`src/rtl/nla_fp_pkg.sv`:
```
`default_nettype none
// +--------------------------------------------------------------------+
// | nla_fp_pkg                                                         |
// | Shared binary32 field constants and divider state encoding.        |
// | Revision: 1.0                                                      |
// +--------------------------------------------------------------------+
package nla_fp_pkg;
  localparam int FP_WIDTH = 32;
  localparam int EXP_BIAS = 127;
  localparam int EXP_MAX  = 255;
  localparam int MANT_W   = 23;
  localparam int EXP_W    = 8;

  localparam logic [31:0] QNAN_32 = 32'h7FC0_0000;

  typedef enum logic [1:0] {
    IDLE   = 2'd0,
    DIVIDE = 2'd1,
    NORM   = 2'd2,
    DONE   = 2'd3
  } div_state_t;
endpackage
`default_nettype wire

```
`src/rtl/fp32_divide_iter_if.sv`:
```
`default_nettype none
// +--------------------------------------------------------------------+
// | fp32_divide_iter_if                                                |
// | Operand/result handshake bundle for the iterative FP32 divider.    |
// | Revision: 1.0                                                      |
// +--------------------------------------------------------------------+
interface fp32_divide_iter_if
  import nla_fp_pkg::*;
#(
  parameter int WIDTH = FP_WIDTH
);
  logic             in_valid;
  logic             in_ready;
  logic [WIDTH-1:0] A;
  logic [WIDTH-1:0] B;
  logic             out_valid;
  logic             out_ready;
  logic [WIDTH-1:0] Result;
  logic             div_by_zero;
  logic             overflow;
  logic             underflow;

  modport slave (
    input  in_valid, A, B, out_ready,
    output in_ready, out_valid, Result, div_by_zero, overflow, underflow
  );

  modport master (
    output in_valid, A, B, out_ready,
    input  in_ready, out_valid, Result, div_by_zero, overflow, underflow
  );
endinterface
`default_nettype wire

```
`src/rtl/fp32_div_unpack.sv`:
```
`default_nettype none
// +--------------------------------------------------------------------+
// | fp32_div_unpack                                                    |
// | Operand classification, sign/exponent and mantissa pre-normalise.  |
// | Revision: 1.0                                                      |
// +--------------------------------------------------------------------+
module fp32_div_unpack
  import nla_fp_pkg::*;
(
  input  logic               [31:0]     a,
  input  logic               [31:0]     b,
  output logic                          special,
  output logic               [31:0]     special_result,
  output logic                          special_dbz,
  output logic                          sign,
  output logic signed        [9:0]      exp_diff,
  output logic               [MANT_W:0] mant_b,
  output logic               [MANT_W+1:0] dividend
);
  logic              a_zero;
  logic              b_zero;
  logic              pre_shift;
  logic [MANT_W:0]   mant_a;

  always_comb begin
    a_zero    = (a[30:23] == '0);
    b_zero    = (b[30:23] == '0);
    sign      = a[31] ^ b[31];
    mant_a    = {1'b1, a[MANT_W-1:0]};
    mant_b    = {1'b1, b[MANT_W-1:0]};
    // Doubling a smaller dividend keeps the quotient in [1,2)
    pre_shift = (mant_a < mant_b);
    dividend  = pre_shift ? {mant_a, 1'b0} : {1'b0, mant_a};
    exp_diff  = 10'(a[30:23]) - 10'(b[30:23]) + 10'(EXP_BIAS) - {9'd0, pre_shift};

    special        = a_zero | b_zero;
    special_dbz    = b_zero;
    special_result = '0;
    if (a_zero && b_zero)
      special_result = QNAN_32;
    else if (b_zero)
      special_result = {sign, 8'hFF, 23'b0};
  end
endmodule
`default_nettype wire

```
`src/rtl/fp32_divide_iter.sv`:
```
`default_nettype none
// +--------------------------------------------------------------------+
// | fp32_divide_iter                                                   |
// | Radix-2 restoring FP32 divider, one quotient bit per clock.        |
// | Revision: 1.0                                                      |
// +--------------------------------------------------------------------+
module fp32_divide_iter
  import nla_fp_pkg::*;
#(
  parameter int WIDTH = FP_WIDTH,
  parameter int QBITS = 24
)(
  input  logic               clk,
  input  logic               rst,
  fp32_divide_iter_if.slave  bus
);
  localparam int                      CNT_W    = $clog2(QBITS);
  localparam logic [CNT_W-1:0]        CNT_LAST = CNT_W'(QBITS - 1);
  localparam logic signed [9:0]       EXP_TOP  = 10'(EXP_MAX);

  div_state_t                r_state;
  div_state_t                w_next;
  logic [CNT_W-1:0]          r_count;
  logic [MANT_W+1:0]         r_rem;
  logic [MANT_W:0]           r_mb;
  logic [MANT_W-1:0]         r_q;
  logic                      r_sign;
  logic signed [9:0]         r_exp;
  logic [WIDTH-1:0]          r_result;
  logic                      r_dbz;
  logic                      r_ovf;
  logic                      r_unf;

  logic                      w_special;
  logic [31:0]               w_special_result;
  logic                      w_special_dbz;
  logic                      w_sign;
  logic signed [9:0]         w_exp_diff;
  logic [MANT_W:0]           w_mant_b;
  logic [MANT_W+1:0]         w_dividend;

  logic                      w_ge;
  logic [MANT_W:0]           w_diff;
  logic [MANT_W+1:0]         w_rem_next;
  logic [WIDTH-1:0]          w_pack_result;
  logic                      w_pack_ovf;
  logic                      w_pack_unf;

  fp32_div_unpack u_unpack (
    .a              (bus.A),
    .b              (bus.B),
    .special        (w_special),
    .special_result (w_special_result),
    .special_dbz    (w_special_dbz),
    .sign           (w_sign),
    .exp_diff       (w_exp_diff),
    .mant_b         (w_mant_b),
    .dividend       (w_dividend)
  );

  always_ff @(posedge clk or posedge rst) begin
    if (rst) r_state <= IDLE;
    else     r_state <= w_next;
  end

  always_comb begin
    w_next = r_state;
    case (r_state)
      IDLE:    if (bus.in_valid) w_next = w_special ? DONE : DIVIDE;
      DIVIDE:  if (r_count == '0) w_next = NORM;
      NORM:    w_next = DONE;
      DONE:    if (bus.out_ready) w_next = IDLE;
      default: w_next = IDLE;
    endcase
  end

  always_comb begin
    w_ge       = (r_rem >= {1'b0, r_mb});
    w_diff     = (MANT_W+1)'(r_rem - {1'b0, r_mb});
    w_rem_next = w_ge ? {w_diff, 1'b0} : {r_rem[MANT_W:0], 1'b0};

    w_pack_ovf    = 1'b0;
    w_pack_unf    = 1'b0;
    w_pack_result = {r_sign, r_exp[EXP_W-1:0], r_q};
    if (r_exp <= 10'sd0) begin
      w_pack_unf    = 1'b1;
      w_pack_result = {r_sign, 31'b0};
    end else if (r_exp >= EXP_TOP) begin
      w_pack_ovf    = 1'b1;
      w_pack_result = {r_sign, 8'hFF, 23'b0};
    end
  end

  // The leading integer bit is always 1 and falls off the top of r_q
  always_ff @(posedge clk or posedge rst) begin
    if (rst) begin
      r_count  <= '0;
      r_rem    <= '0;
      r_mb     <= '0;
      r_q      <= '0;
      r_sign   <= 1'b0;
      r_exp    <= '0;
      r_result <= '0;
      r_dbz    <= 1'b0;
      r_ovf    <= 1'b0;
      r_unf    <= 1'b0;
    end else begin
      case (r_state)
        IDLE: if (bus.in_valid) begin
          r_count  <= CNT_LAST;
          r_rem    <= w_dividend;
          r_mb     <= w_mant_b;
          r_q      <= '0;
          r_sign   <= w_sign;
          r_exp    <= w_exp_diff;
          r_result <= w_special ? w_special_result : '0;
          r_dbz    <= w_special_dbz;
          r_ovf    <= 1'b0;
          r_unf    <= 1'b0;
        end
        DIVIDE: begin
          r_rem <= w_rem_next;
          r_q   <= {r_q[MANT_W-2:0], w_ge};
          if (r_count != '0) r_count <= r_count - 1'b1;
        end
        NORM: begin
          r_result <= w_pack_result;
          r_ovf    <= w_pack_ovf;
          r_unf    <= w_pack_unf;
        end
        default: ;
      endcase
    end
  end

  assign bus.in_ready    = (r_state == IDLE);
  assign bus.out_valid   = (r_state == DONE);
  assign bus.Result      = r_result;
  assign bus.div_by_zero = r_dbz;
  assign bus.overflow    = r_ovf;
  assign bus.underflow   = r_unf;
endmodule
`default_nettype wire

```
`src/flat_wrapper.sv`:
```
// flat-port wrapper written by rule: the top's interface ports become plain ports
module fp32_divide_iter_flat import nla_fp_pkg::*;
#(
  parameter int WIDTH = FP_WIDTH,
  parameter int QBITS = 24
)
  (clk, rst, bus_in_valid, bus_A, bus_B, bus_out_ready, bus_in_ready, bus_out_valid, bus_Result, bus_div_by_zero, bus_overflow, bus_underflow);
  fp32_divide_iter_if #(.WIDTH(WIDTH)) bus_i ();
  input  logic clk;
  input  logic rst;
  input wire logic [$bits(bus_i.in_valid)-1:0] bus_in_valid;
  input wire logic [$bits(bus_i.A)-1:0] bus_A;
  input wire logic [$bits(bus_i.B)-1:0] bus_B;
  input wire logic [$bits(bus_i.out_ready)-1:0] bus_out_ready;
  output wire logic [$bits(bus_i.in_ready)-1:0] bus_in_ready;
  output wire logic [$bits(bus_i.out_valid)-1:0] bus_out_valid;
  output wire logic [$bits(bus_i.Result)-1:0] bus_Result;
  output wire logic [$bits(bus_i.div_by_zero)-1:0] bus_div_by_zero;
  output wire logic [$bits(bus_i.overflow)-1:0] bus_overflow;
  output wire logic [$bits(bus_i.underflow)-1:0] bus_underflow;
  assign bus_i.in_valid = bus_in_valid;
  assign bus_i.A = bus_A;
  assign bus_i.B = bus_B;
  assign bus_i.out_ready = bus_out_ready;
  assign bus_in_ready = bus_i.in_ready;
  assign bus_out_valid = bus_i.out_valid;
  assign bus_Result = bus_i.Result;
  assign bus_div_by_zero = bus_i.div_by_zero;
  assign bus_overflow = bus_i.overflow;
  assign bus_underflow = bus_i.underflow;
  fp32_divide_iter #(.WIDTH(WIDTH), .QBITS(QBITS)) u_core (.clk(clk), .rst(rst), .bus(bus_i));
endmodule
```
`config.mk`:
```
export PLATFORM = sky130hd
export DESIGN_NAME = fp32_divide_iter_flat
export DESIGN_NICKNAME = d
export VERILOG_FILES = /design/src/rtl/nla_fp_pkg.sv /design/src/rtl/fp32_divide_iter_if.sv /design/src/rtl/fp32_div_unpack.sv /design/src/rtl/fp32_divide_iter.sv /design/src/flat_wrapper.sv
export SDC_FILE = /design/constraint.sdc
export NUM_CORES = 1
export LEC_CHECK = 0
export ABC_AREA = 0
export BUFFER_PORTS_ARGS = -buffer_cell sky130_fd_sc_hd__buf_4
export CAP_MARGIN = 20
export CORE_ASPECT_RATIO = 0.9
export CORE_MARGIN = 2
export CORE_UTILIZATION = 55
export CTS_BUF_LIST = sky130_fd_sc_hd__clkbuf_8
export DETAILED_ROUTE_END_ITERATION = 8
export PLACE_DENSITY = 0.86
export SYNTH_ARGS = -nofsm -noshare
export SYNTH_HDL_FRONTEND = slang
export SYNTH_SLANG_ARGS = --single-unit
```
`constraint.sdc`:
```
create_clock -name clk -period 3.4 [get_ports clk]
set_clock_uncertainty 0.1 [all_clocks]
set_input_delay 0 -clock clk [delete_from_list [all_inputs] [get_ports clk]]
set_output_delay 0 -clock clk [all_outputs]
set_load 0.02 [all_outputs]
```
After elaboration in Yosys (flattened, before gate mapping)
Cells that the tools add are included.

Add/subtract/negate cells: 5. Multiply operators: 0. Div/mod/pow operators: 0. Magnitude comparators: 4. Equal/unequal tests: 7. Shifts and indexed selects: 0. Mux-type cells: 27. Bitwise logic cells: 2. Reduce and logical (&&, ||, !) cells: 13.

Operators by type and width (number): $mux 32 (4); $mux 25 (3); $pmux 32 s2 (1); $mux 31 (2); $pmux 25 s2 (1); $pmux 23 s2 (1); $ge 25x24->1 (1); $lt 24x24->1 (1); $sub 24x24->24 (1); $mux 23 (1); $logic_not 8->1 (2); $add 9x8->10 const B (1); $ge 10x9->1 const B (1); $le 10x1->1 const B (1); $mux 5 (2); $pmux 5 s2 (1); $sub 10x1->10 (1); $sub 8x8->9 (1); $mux 2 (4); $pmux 2 s4 (1); $reduce_and 2->1 (3); $reduce_and 3->1 (2); $logic_not 5->1 (1); $reduce_bool 5->1 (1); other kinds (12) (20).

Bits in registers: 125. Bits in latches: 0. Bits in writable memories: 0. Bits in read-only memories: 0. Bits of input ports: 68. Logic and storage cells: 69. Memories kept: 0.

Depth between registers and ports, before layout
Depth after elaboration: 6. Mapped depth: 21. Gate-level depth less buffers: 19.

By module
Synthesis repeated with hierarchy kept, for this count alone.

Cell total of the unflattened synthesis: 967. Area, all modules: 8909.8 um^2.

Modules (own cells, without submodules): fp32_divide_iter (times used 1, cells each 708, area an instance 6891.6 um^2, sequential area each 3128.0 um^2); fp32_div_unpack (times used 1, cells each 259, area an instance 2018.2 um^2, sequential area each 0.0 um^2).

Worst setup path before layout
OpenSTA, ideal clock, no wires.

Path type: input to register. From: in bus_B[9]. To: reg u_core.r_exp[9]. Setup time: 0.065 ns. Arrival: 3.252 ns. Path slack: -0.017 ns. Stages on the path: 20. Buffers on the path: 2. Cells stage by stage: inv_1 > ha_1 > a21o_1 > a211oi_1 > o211ai_1 > a211oi_2 > buf_4 > buf_4 > inv_1 > ha_1 > ha_1 > inv_1 > fa_1 > inv_1 > a21oi_1 > o21bai_1 > a21o_1 > a21o_1 > a2111oi_0 > a21o_1.

Cells in the longest elaborated chain, start to end: 2.

Ends and longest elaborated chain: start: declaration (line flat_wrapper.sv:13) `input wire logic [$bits(bus_i.B)-1:0] bus_B;`; $lt 24x24->1 (line fp32_div_unpack.sv:32) `pre_shift = (mant_a < mant_b);`; $sub 10x1->10 (line fp32_div_unpack.sv:34) `exp_diff = 10'(a[30:23]) - 10'(b[30:23]) + 10'(EXP_BIAS) - {9'd0, pre_shift};`; end signal: assignment (line fp32_divide_iter.sv:115) `r_exp <= w_exp_diff;`; end: declaration (line fp32_divide_iter.sv:28) `logic signed [9:0] r_exp;`.

No other way between the ends. A chain may end at the register's enable or synchronous reset.

Worst setup path in the final report
From: in bus_B[5]. To: reg u_core.r_exp[7].

Same word-level chain as after synthesis.

==> metrics.md <==
| Metric | Value |
|---|---|
| Shortest period the worst path allows | 3.33 ns |
| Half-perimeter wire length of the detailed placement result | 13800 um |
| DRT antenna net count | 0 |
| Area of the die | 15600 um^2 |
| Synth Net Count | between 1000 and 1500 |
| Largest family of logic cells by synthesized area | compound AO/OA/AOI/OAI gates |
| Xor/xnor cell area share of the yosys netlist | 4.02% |
| Count of maximum capacitance violations | 0 |
| Number of global-route vias before repair | 7022 |
| Worst Max-Slew Pin Slew | 0.660 ns |
| Slowest cell on crit path | sky130_fd_sc_hd__dlygate4sd3_1 |
| Layout filler cell count | ~1100 |
| Post-Syn Instances | slightly below 900 |
| Count of inserted antenna diode cells | 0 |
| Share of the clock period used by the worst path | 97.9% |
| Type of the worst setup path | in -> reg |
| Leakage power | 0.00491 uW |
| Placed inst area | 9080 um^2 |
| Core region area | ~14000 um^2 |
| Critical Path Start Type | input port |
| CP Cell Sequence | dlygate4sd3_1 -> buf_4 -> inv_1 -> ha_1 -> nand3_1 -> nand2_1 -> a21oi_2 -> o211ai_1 -> a211oi_4 -> inv_1 -> ha_1 -> ha_2 -> inv_1 -> fa_2 -> inv_1 -> a21oi_2 -> o21bai_1 -> a21o_1 -> a21o_1 -> buf_4 -> xnor2_1 -> o21ai_0 |
| Complex-gate fraction of the synthesized area | 21.4% |
| Average detailed-routed wire length per instance | 16.2 um |
| Skew-Pair Late Insertion Delay | between 0.4 and 0.5 ns |
| Simple logic cell fraction of the synthesized area | 15.0% |
| Netlist Area Pre-Place | between 8000 and 9000 um^2 |
| Mux share of post-synthesis cell area | 3.45% |
| Remaining global-route overflow | 0 |
| Total global-route track usage | between 20% and 30% |
| Hold Vio Cnt, Final | 0 |
| CTS root buffer | sky130_fd_sc_hd__clkbuf_8 |
| Count of unique library cells instantiated by Yosys | just under 70 |
| Max Slew Vio Count | 0 |
| Post-placement cell count | 1172 |
| Hold Path Class | in -> async |
| Starting utilization of the core area | a little under three fifths |
| Buffer and inverter count on the worst path | 7 |
| IR Drop Worst-Case VDD | 408 uV |
| Row Count | between 40 and 50 |
| Number of buffers added on ports | 104 |
| Footprint of the multi-input gates | 4520 um^2 |
| Die boundary height | 119 um |
| Total via count in the routed design | 7261 |
| Post-layout instance area | 10100 um^2 |
| Pre-Repair DR Iteration Count | 5 |
| Count of synthesis-stage warnings from yosys | 0 |
| Final cell count without fillers | 1263 |
| Io pins | around 110 |
| Adder-cell share of the synthesized area | 11.3% |
| Critical path data arrival time | approximately 3.6 ns |
| Number of synthesized flops with an enable pin | 0 |
| Worst slew margin | between 50 and 60% |
| Endpoints failing setup | 0 |
| Chip Width | 132 um |
| Area occupied by registers | between 3000 and 4000 um^2 |
| Critical Path Fanout Max | 2 |
| Largest net degree at the start of global routing | 80 |
| Vias per inst | around 5.7 |
| Achievable clock frequency | 300 MHz |
| Antenna violations before repair | 0 |
| Fraction of layout instances using a drive strength above 1 | 17.9% |
| Leading cell types in the layout, fill and taps excluded | sky130_fd_sc_hd__dfrtp_1, sky130_fd_sc_hd__buf_4, sky130_fd_sc_hd__nand2_1 |
| Power per Cell Area | 881 nW/um^2 |
| Buffer levels on the longest clock path | 2 |
| Commonest non-fill, non-tap cell in the layout | sky130_fd_sc_hd__dfrtp_1 |
| Level count of the clock H-tree | 4 |
| Synthesis-to-layout area growth | 25.6% |
| Final wirelength | roughly 20000 um |
| CTS tree | done |
| Primary FF master, synth | sky130_fd_sc_hd__dfrtp_1 |
| Status | complete, no violations |
| Wire length of the first global-routing pass | 33400 um |
| Capturing element type of the critical path | flip-flop |
| Clock transition at the registers of the reported paths | approximately 0.070 ns |
| Most Frequent Cell on Critical Path | sky130_fd_sc_hd__inv_1 |
| Final weighted congestion of routability-driven global placement | between 0.9 and 1 |
| Sequential element share of the synthesized area | 38.8% |
| DR DRC count | 0 |
| Longest individual stage delay on the worst path | between 0.5 and 0.6 ns |
| 1st-iter DRT viols | ~580 |
| TritonCTS Buffers | 17 |
| FF+latch count, synth | around 130 |
| Clk sinks | approximately 130 |
| Data required, critical path | 3.63 ns |
| Final core utilization | roughly 71% |
| Number of nets in the finished design | 1198 |
| Largest delay share family, worst path | compound AO/OA/AOI/OAI gates |
| Async S/R FF share, synth | 100% |
| Mean area per synthesized cell | 9.01 um^2 |
==> tightest hold or removal path: cells and delay by family <==
family | cells | cell delay [ns]
buffers and inverters | 4 | 0.91
==> power by group <==
part | switching, uW | internal (uW)
clock network | 597 | 655
registers | 351 | 1960
logic | 3190 | 2170
==> what timing repair did <==
action	in CTS	in global routing
hold buffers	59	0
gates resized for setup	0	8
hold endpoints to repair	178	0
setup endpoints to repair	0	7
buffers inserted	0	1
==> cell usage after synthesis, drive strengths merged, types with 8 or more instances <==
cell / instances / area (um^2)
clkbuf: 29 / 109
nand3: 33 / 170
xor2: 11 / 96.3
a22o: 23 / 201
a21o: 23 / 174
inv: 82 / 308
nor2b: 10 / 65.1
dfrtp: 125 / 3130
nand4: 11 / 68.8
a21oi: 59 / 329
xnor2: 26 / 228
o21bai: 9 / 67.6
nand2: 120 / 469
nor3: 20 / 100
a31oi: 10 / 62.6
buf: 10 / 71.3
o211ai: 8 / 65.1
nor2: 46 / 180
mux2i: 21 / 210
o21ai: 64 / 320
ha: 68 / 851
==> registers in the layout, summed over array words and instances, names as in the netlist <==
register                count
u_core.bus.Result          32
u_core.bus.div_by_zero      1
u_core.r_exp               10
u_core.r_mb                24
u_core.r_sign               1
u_core.bus.overflow         1
u_core.r_q                 23
u_core.r_count              5
u_core.r_rem               25
u_core.r_state              2
u_core.bus.underflow        1
==> logic make-up after synthesis <==
| family | Yosys count |
|---|---|
| flip-flops | 125 |
| multiplexers | 27 |
| AND/OR/NAND/NOR | 262 |
| buffers and inverters | 121 |
| AO/OA/AOI/OAI | 252 |
| XOR/XNOR | 37 |
| adder cells (fa/ha/maj) | 71 |
==> routing by layer <==
layer	GRT usage, %	vias to the layer above	share of wire, %	wire length (um)
li1	-	3518	-	-
met1	35.2	3418	46	9330
met2	42.6	279	46	9440
met3	4.85	46	6.2	1270
met4	9.24	0	2.0	417
met5	0	-	0	0
==> path summary, 6_finish.rpt <==
kind / cells after the start / startpoint / endpoint / slack [ns]
min reg2reg: 2 / u_core.r_mb[23] / u_core.r_mb[23] / 0.36
max: 22 / bus_B[5] / u_core.r_exp[7] / 0.07
max in group asynchronous: 5 / rst / u_core.r_rem[16] / 2.62
min: 4 / rst / u_core.r_q[6] / 0.002
max reg2reg: 10 / u_core.r_mb[0] / u_core.r_rem[23] / 0.42
min in group clk: 5 / bus_A[29] / u_core.bus.Result[22] / 0.01
==> layout make-up <==
class,count,share of cell area (%)
clock inverters,12,1.25
multi-input cells,649,44.6
repair buffers,184,15.3
well taps,193,2.39
inverters,82,3.08
clock buffers,18,2.45
flip-flops and latches,125,30.9
==> metrics by stage <==
stage	TNS, ns	setup WS, ns	hold WS (ns)	total power (uW)
floorplan	0	0.0143	0.0342	6200
global placement	0	0.0181	0.120	7270
detailed placement	-0.0993	-0.0785	0.122	7410
CTS	0	0.0168	0.00168	8770
global route	-0.164	-0.0916	0.0166	9580
finish	0	0.0698	0.00201	8910
Power figures use the tool's default switching activity.
